==> config.mk <==
export PLATFORM = sky130hd
export DESIGN_NAME = multdiv_scheduler
export DESIGN_NICKNAME = d
export VERILOG_FILES = /design/src/rtl/multdiv_scheduler.sv
export SDC_FILE = /design/constraint.sdc
export NUM_CORES = 1
export LEC_CHECK = 0
export CAP_MARGIN = 10
export CORE_MARGIN = 2
export CORE_UTILIZATION = 43
export CTS_BUF_LIST = sky130_fd_sc_hd__clkbuf_4
export DETAILED_ROUTE_END_ITERATION = 10
export PLACE_DENSITY = 0.95
export SYNTH_ARGS = -nofsm -noshare
export SYNTH_HDL_FRONTEND = slang
export SYNTH_SLANG_ARGS = --single-unit
==> constraint.sdc <==
create_clock -name clock -period 6.2 [get_ports clock]
set_clock_uncertainty 0.1 [all_clocks]
set_input_delay 0.62 -clock clock [delete_from_list [all_inputs] [get_ports clock]]
set_output_delay 0.62 -clock clock [all_outputs]
set_load 0.05 [all_outputs]
==> src/rtl/multdiv_scheduler.sv <==
// rtl/multdiv_scheduler.sv - issue/track/writeback sequencer for the shared mult/div unit
module multdiv_scheduler #(
    parameter int TIMEOUT_CYCLES = 40,
    parameter int CNT_W          = 6
) (
    input  logic        clock,
    input  logic        reset_n,
    input  logic [31:0] FD_IR,
    input  logic [31:0] DX_IR,
    input  logic        pw_regWrite,
    input  logic        md_resultRDY,
    input  logic        md_exception,
    input  logic [31:0] md_result,
    output logic        ctrl_MULT,
    output logic        ctrl_DIV,
    output logic        md_stall,
    output logic        md_busy,
    output logic        md_wb_en,
    output logic [4:0]  md_wb_rd,
    output logic [31:0] md_wb_data
);

    typedef enum logic [1:0] {
        IDLE = 2'd0,
        BUSY = 2'd1,
        WB   = 2'd2
    } state_t;

    localparam logic [4:0]  RSTATUS  = 5'd30;
    localparam logic [31:0] EXC_MUL  = 32'd4;
    localparam logic [31:0] EXC_DIV  = 32'd5;
    localparam logic [CNT_W-1:0] CNT_LAST = CNT_W'(TIMEOUT_CYCLES - 1);

    state_t          state, state_n;
    logic [CNT_W-1:0] counter;
    logic [4:0]      p_rd;
    logic            p_div;
    logic [31:0]     r_result;
    logic            r_exc;

    logic            dx_mul, dx_div, fd_md;
    logic [4:0]      dx_rd, fd_rd, fd_rs, fd_rt;
    logic            issue, pending, wb_leave, timeout;
    logic [4:0]      haz_rd;
    logic            haz_hit;

    logic unused_ir_bits;
    assign unused_ir_bits = ^{FD_IR[11:7], FD_IR[1:0], DX_IR[21:7], DX_IR[1:0]};

    // Instruction field decode for the two pipeline stages we watch
    always_comb begin
        dx_mul = (DX_IR[31:27] == 5'b00000) && (DX_IR[6:2] == 5'b00110);
        dx_div = (DX_IR[31:27] == 5'b00000) && (DX_IR[6:2] == 5'b00111);
        fd_md  = (FD_IR[31:27] == 5'b00000) &&
                 ((FD_IR[6:2] == 5'b00110) || (FD_IR[6:2] == 5'b00111));
        dx_rd  = DX_IR[26:22];
        fd_rd  = FD_IR[26:22];
        fd_rs  = FD_IR[21:17];
        fd_rt  = FD_IR[16:12];
    end

    // Issue only from IDLE; a mul/div arriving while busy is dropped without a pulse
    always_comb begin
        issue    = reset_n && (state == IDLE) && (dx_mul || dx_div);
        pending  = reset_n && ((state != IDLE) || issue);
        wb_leave = (state == WB) && !pw_regWrite;
        timeout  = (counter == CNT_LAST);
        haz_rd   = issue ? dx_rd : p_rd;
    end

    // Hazard detection: RAW/WAW on the pending rd, rstatus readers, and structural mul/div
    always_comb begin
        haz_hit = 1'b0;
        if (haz_rd != 5'd0 && (fd_rs == haz_rd || fd_rt == haz_rd || fd_rd == haz_rd))
            haz_hit = 1'b1;
        if (fd_rs == RSTATUS || fd_rt == RSTATUS)
            haz_hit = 1'b1;
        if (fd_md)
            haz_hit = 1'b1;
        // Result becomes visible through the regfile bypass in the writeback cycle
        md_stall = pending && haz_hit && !wb_leave;
    end

    // Next-state logic
    always_comb begin
        state_n = state;
        case (state)
            IDLE: if (issue) state_n = BUSY;
            BUSY: if (md_resultRDY || timeout) state_n = WB;
            WB:   if (!pw_regWrite) state_n = IDLE;
            default: state_n = IDLE;
        endcase
    end

    // Output decode: unit start pulses and the regfile write request
    always_comb begin
        ctrl_MULT  = issue && dx_mul;
        ctrl_DIV   = issue && dx_div;
        md_busy    = (state != IDLE);
        md_wb_en   = 1'b0;
        md_wb_rd   = 5'd0;
        md_wb_data = 32'd0;
        if (reset_n && state == WB) begin
            if (r_exc) begin
                md_wb_rd   = RSTATUS;
                md_wb_data = p_div ? EXC_DIV : EXC_MUL;
                md_wb_en   = !pw_regWrite;
            end else begin
                md_wb_rd   = p_rd;
                md_wb_data = r_result;
                md_wb_en   = !pw_regWrite && (p_rd != 5'd0);
            end
        end
    end

    // State register plus pending-op holding registers and the BUSY cycle counter
    always_ff @(posedge clock) begin
        if (!reset_n) begin
            state    <= IDLE;
            counter  <= '0;
            p_rd     <= 5'd0;
            p_div    <= 1'b0;
            r_result <= 32'd0;
            r_exc    <= 1'b0;
        end else begin
            state <= state_n;
            case (state)
                IDLE: begin
                    if (issue) begin
                        p_rd    <= dx_rd;
                        p_div   <= dx_div;
                        counter <= '0;
                        r_exc   <= 1'b0;
                    end
                end
                BUSY: begin
                    counter <= counter + 1'b1;
                    if (md_resultRDY) begin
                        r_result <= md_result;
                        r_exc    <= md_exception;
                    end else if (timeout) begin
                        r_exc <= 1'b1;
                    end
                end
                default: ;
            endcase
        end
    end

endmodule

**Word-level counts from Yosys, hierarchy flattened**

Index checks and enable logic that the tools add are counted.

- $add $sub $neg: 1
- Eq/ne operators: 16
- Mux-type cells: 21
- Reductions and logical operators: 35

Operator list:

| operator | number |
|---|---|
| $mux 32 | 2 |
| $eq 5x3->1 const B | 4 |
| $eq 5x5->1 | 3 |
| $mux 5 | 3 |
| $logic_and 1x1->1 | 14 |
| $pmux 6 s2 | 1 |
| $eq 5x5->1 const B | 2 |
| $logic_not 5->1 | 2 |
| $reduce_bool 5->1 | 2 |
| $mux 1 | 9 |
| $logic_or 1x1->1 | 7 |
| $add 6x1->6 const B | 1 |
| $eq 6x6->1 const B | 1 |
| $mux 2 | 3 |
| $mux 6 | 1 |
| $ne 2x2->1 const B | 3 |
| $pmux 2 s3 | 1 |
| $reduce_and 2->1 | 3 |
| $reduce_and 3->1 | 2 |
| $reduce_bool 2->1 | 2 |
| $ne 3x3->1 const B | 1 |
| $eq 2x1->1 const B | 1 |
| $eq 2x2->1 const B | 1 |
| $logic_not 1->1 | 2 |
| 2 further kinds | 2 |

- Register bits: 47
- Input port bits: 101
- Output and inout bits: 42
- Logic and storage cells: 79

**Longest topological paths before layout**

- Depth after elaboration: 14
- Gate-level depth with buffers: 7
- Mapped depth without buffers: 6

**Worst setup path before layout**

No wires, ideal clock.

- Kind: input -> output
- Start point: input port DX_IR[28]
- End point: output port md_stall
- Arrival: 3.397 ns
- Required time: 5.480 ns
- Path slack: 2.083 ns
- Stages on the path: 6
- Path buffers: 0
- Cells stage by stage: or4_1 -> nor3_4 -> mux2i_1 -> xnor2_1 -> or4_1 -> a31oi_1

- Longest elaborated chain between the ends: 14
- Elaborated cells between the ends (all ways): 20
- Those cells by class: 3 x eq/ne; 4 x mux; 13 x reduce/logical

Ends and longest elaborated chain:

| element | line | text |
|---|---|---|
| start: declaration | 9 | `input logic [31:0] DX_IR,` |
| $logic_not 5->1 * | 52, 53 |  |
| $logic_and 1x1->1 (on tied branches) | 52, 53 |  |
| $logic_or 1x1->1 * | 64 | `issue = reset_n && (state == IDLE) && (dx_mul \|\| dx_div);` |
| $logic_and 1x1->1 * | 64 |  |
| $mux 5 | -- |  |
| $eq 5x5->1 | 74 | `if (haz_rd != 5'd0 && (fd_rs == haz_rd \|\| fd_rt == haz_rd \|\| fd_rd == haz_rd))` |
| $logic_or 1x1->1 (2 in a row) | 74 |  |
| $logic_and 1x1->1 | 74 |  |
| $mux 1 | 74 |  |
| $mux 1 | 76 | `if (fd_rs == RSTATUS \|\| fd_rt == RSTATUS)` |
| $mux 1 | 78 | `if (fd_md)` |
| $logic_and 1x1->1 * (2 in a row) | 81 | `md_stall = pending && haz_hit && !wb_leave;` |
| end: declaration | 16 | `output logic md_stall,` |

Every way passes the cells marked *; elsewhere a longest branch is shown, timed or not.

**Worst setup path after layout**

Same ends and word-level chain as after synthesis.

==> results.tsv <==
stage	metric	value	unit
outcome	outcome	finished clean	
drt	drtPass1Iterations	6	
placed_design	place_ws	1250	ps
worst_setup_path	critPathLaunch	DX_IR[28]	
global_route	grt.overflow.total	0	
floorplanning	die_x	81.5	um
worst_setup_path	r2r_start	state[0]	
finish	drive_gt1_share	3.91	%
floorplanning	dieArea	6640	um2
placed_design	postPlaceCellArea	3780	um2
sta	finalSetupViolCount	0	
global_route	grt_pass1_wl	11100	um
finish	final_cell_area	3890	um2
synthesis	ys_seq_area_share	36.5	%
pwr	cellPowerDensity	154	nW/um2
worst_hold_path	hold_start	r_result[26]	
synthesis	synthAdderAreaFrac	0.485	%
worst_setup_path	cp_data_required_time	5480	ps
flow_run	cap_violations	0	
synthesis	synth_simple_gate_area_share	35.9	%
worst_setup_path	worstPathMaxFanout	6	
drt	vias	2639	
placed_design	gp_congestion	0.873	
floorplanning	io_pins	143	
sta	period_needed	4940	ps
cts	cts_sinks	47	
synthesis	synth_compound_area_share	19.2	%
synthesis	synth_xor_area_share	3.06	%
synthesis	ys.flop_type	dfxtp_1	
floorplanning	placementRows	28	
drt	postRouteAntennaNets	0	
global_route	grt_max_degree	51	
synthesis	syn_area_per_cell	7.89	um2
pwr	finalPower	0.600	mW
pwr	p_leak	1.33	nW
synthesis	netlist_top_cells_count	nand2_1, dfxtp_1, a21boi_0	
cts	cts_root_buf	clkbuf_4	
cts	clk_pin_slew_worst_paths	140	ps
finish	antenna_cells	0	
sta	worst_pin_slew	1110	ps
cts	numCtsBuffers	5	
floorplanning	die_h	81.5	um
sta	maxSlewHeadroom	25.8	%
pwr	ir_drop	0.0000936	V
sta	finalMaxSlewViolations	0	
synthesis	ys_types	49	
cts	clock_latency	360	ps
synthesis	syn_nets	429	
finish	area_delta_synth_final	50.6	%
cts	cts_max_level	2	
finish	nets	536	
global_route	grt_pass1_vias	2599	
drt	wl	6730	um
synthesis	yosysWarnings	0	
drt	vias_per_cell	5.17	
synthesis	synth_top_family_by_area	simple AND/OR/NAND/NOR gates	
synthesis	synth_edf_count	0	
sta	setup_slack	1260	ps
worst_setup_path	start_kind	input port	
drt	drc_errors	0	
synthesis	synthesis.area	2580	um2
cts	ctsHoldBuffers	0	
sta	fmax	0.202	GHz
cts	clockBufferDepth	2	
global_route	antenna_found_initial	0	
worst_setup_path	arrival	4220	ps
cts	cts_tree	done	
global_route	grt_use_total	21.3	%
synthesis	synthMuxAreaShare	1.55	%
sta	hold_ws	367	ps
synthesis	synthTopCellsByArea	dfxtp_1, nand2_1, a21boi_0, and2_1, nor2b_1	
sta	hold_violations	0	
floorplanning	start_util	44.1	%
sta	final.setup.tns	0	ps
synthesis	yosysMostFrequentCell	nand2_1	
synthesis	synth_seq_cells	47	
drt	drt_iter0_drc	98	
synthesis	yosys.area.top_type	dfxtp_1	
worst_setup_path	end_kind	output pin	
synthesis	synth_cells	327	
synthesis	synth_top_cell_area_share	36.5	%
floorplanning	core	5850	um2
worst_setup_path	path_class	in2out	
cts	post_cts_buffers	0	
sta	fin_crit_sh	79.7	%
worst_hold_path	hold_path_class	reg2reg	
drt	wl_per_cell	13.2	um
placed_design	place_hpwl	5100	um
sta	rsz0062_at_grt	no	
placed_design	numPortBuffers	117	
synthesis	ys_async_sr_fraction	0	%
cts	cts_resized	0	
==> final timing paths <==
check	end	slack (ps)	depth (start not counted)
worst max-delay path	md_stall	1260	8
worst max register to register	r_result[7]	3780	4
worst min register to register	r_result[26]	370	2
worst min-delay path	r_result[26]	370	2
==> power by group <==
group	internal, mW	switching [mW]
registers	0.302	0.0000941
logic	0.0520	0.0206
clock network	0.125	0.0997
==> placed cells by master, fill, tap and decap left out, types with 3 or more instances in the layout <==
cell type        count
clkdlybuf4s50_1    117
nand2_1             71
dfxtp_1             47
a21boi_0            34
and2_1              33
nor2_1              21
nor2b_1             13
xor2_1               6
nand4_1              5
nand3_1              5
clkbuf_4             5
mux2i_1              4
nor3_1               4
o21ai_0              4
a21oi_1              4
a22oi_1              4
nand3b_1             3
or4_1                3
xnor2_1              3
and4_1               3
or3_1                3
a31oi_1              3
==> kinds of logic after synthesis <==
kind of cell | after synthesis
and+or+nand+nor | 176
muxes | 4
buffers and inverters | 21
AOI/OAI and AO/OA | 69
adders and majority gates | 1
xor gates and xnor gates | 9
DFF | 47
==> state kept, by name (all words and copies together) (netlist names) <==
signal	count
r_result	32
p_rd	5
r_exc	1
p_div	1
counter	6
state	2
==> routing by layer <==
metal / vias up / wire length (um) / track usage (%)
li1: 1329 / - / -
met5: - / 0 / 0
met1: 1188 / 2830 / 24.0
met3: 8 / 567 / 5.38
met2: 114 / 3220 / 38.9
met4: 0 / 106 / 7.12
==> cell type report <==
| cell class | count | area (um2) |
|---|---|---|
| Tap cell | 75 | 93.8 |
| Sequential cell | 47 | 941 |
| Fill cell | 453 | 1960 |
| Multi-Input combinational cell | 259 | 1550 |
| Clock buffer | 5 | 37.5 |
| Inverter | 2 | 7.51 |
| Clock inverter | 3 | 67.6 |
| Timing Repair Buffer | 119 | 1190 |
==> worst max-delay path, stage by stage <==
cell	delay, ps
clkdlybuf4s50_1	440
or4_1	630
nor3_4	370
mux2i_1	540
xnor2_1	110
or4_1	520
a31oi_1	150
clkdlybuf4s50_1	830
==> per-stage QoR <==
step / cells / utilization, %
floorplan: 327 / -
finish: 510 / 66.4
global placement: 502 / 64.6
global route: 510 / 66.4
CTS: 510 / 66.4
detailed placement: 502 / 64.6
Power figures use the tool's default switching activity.
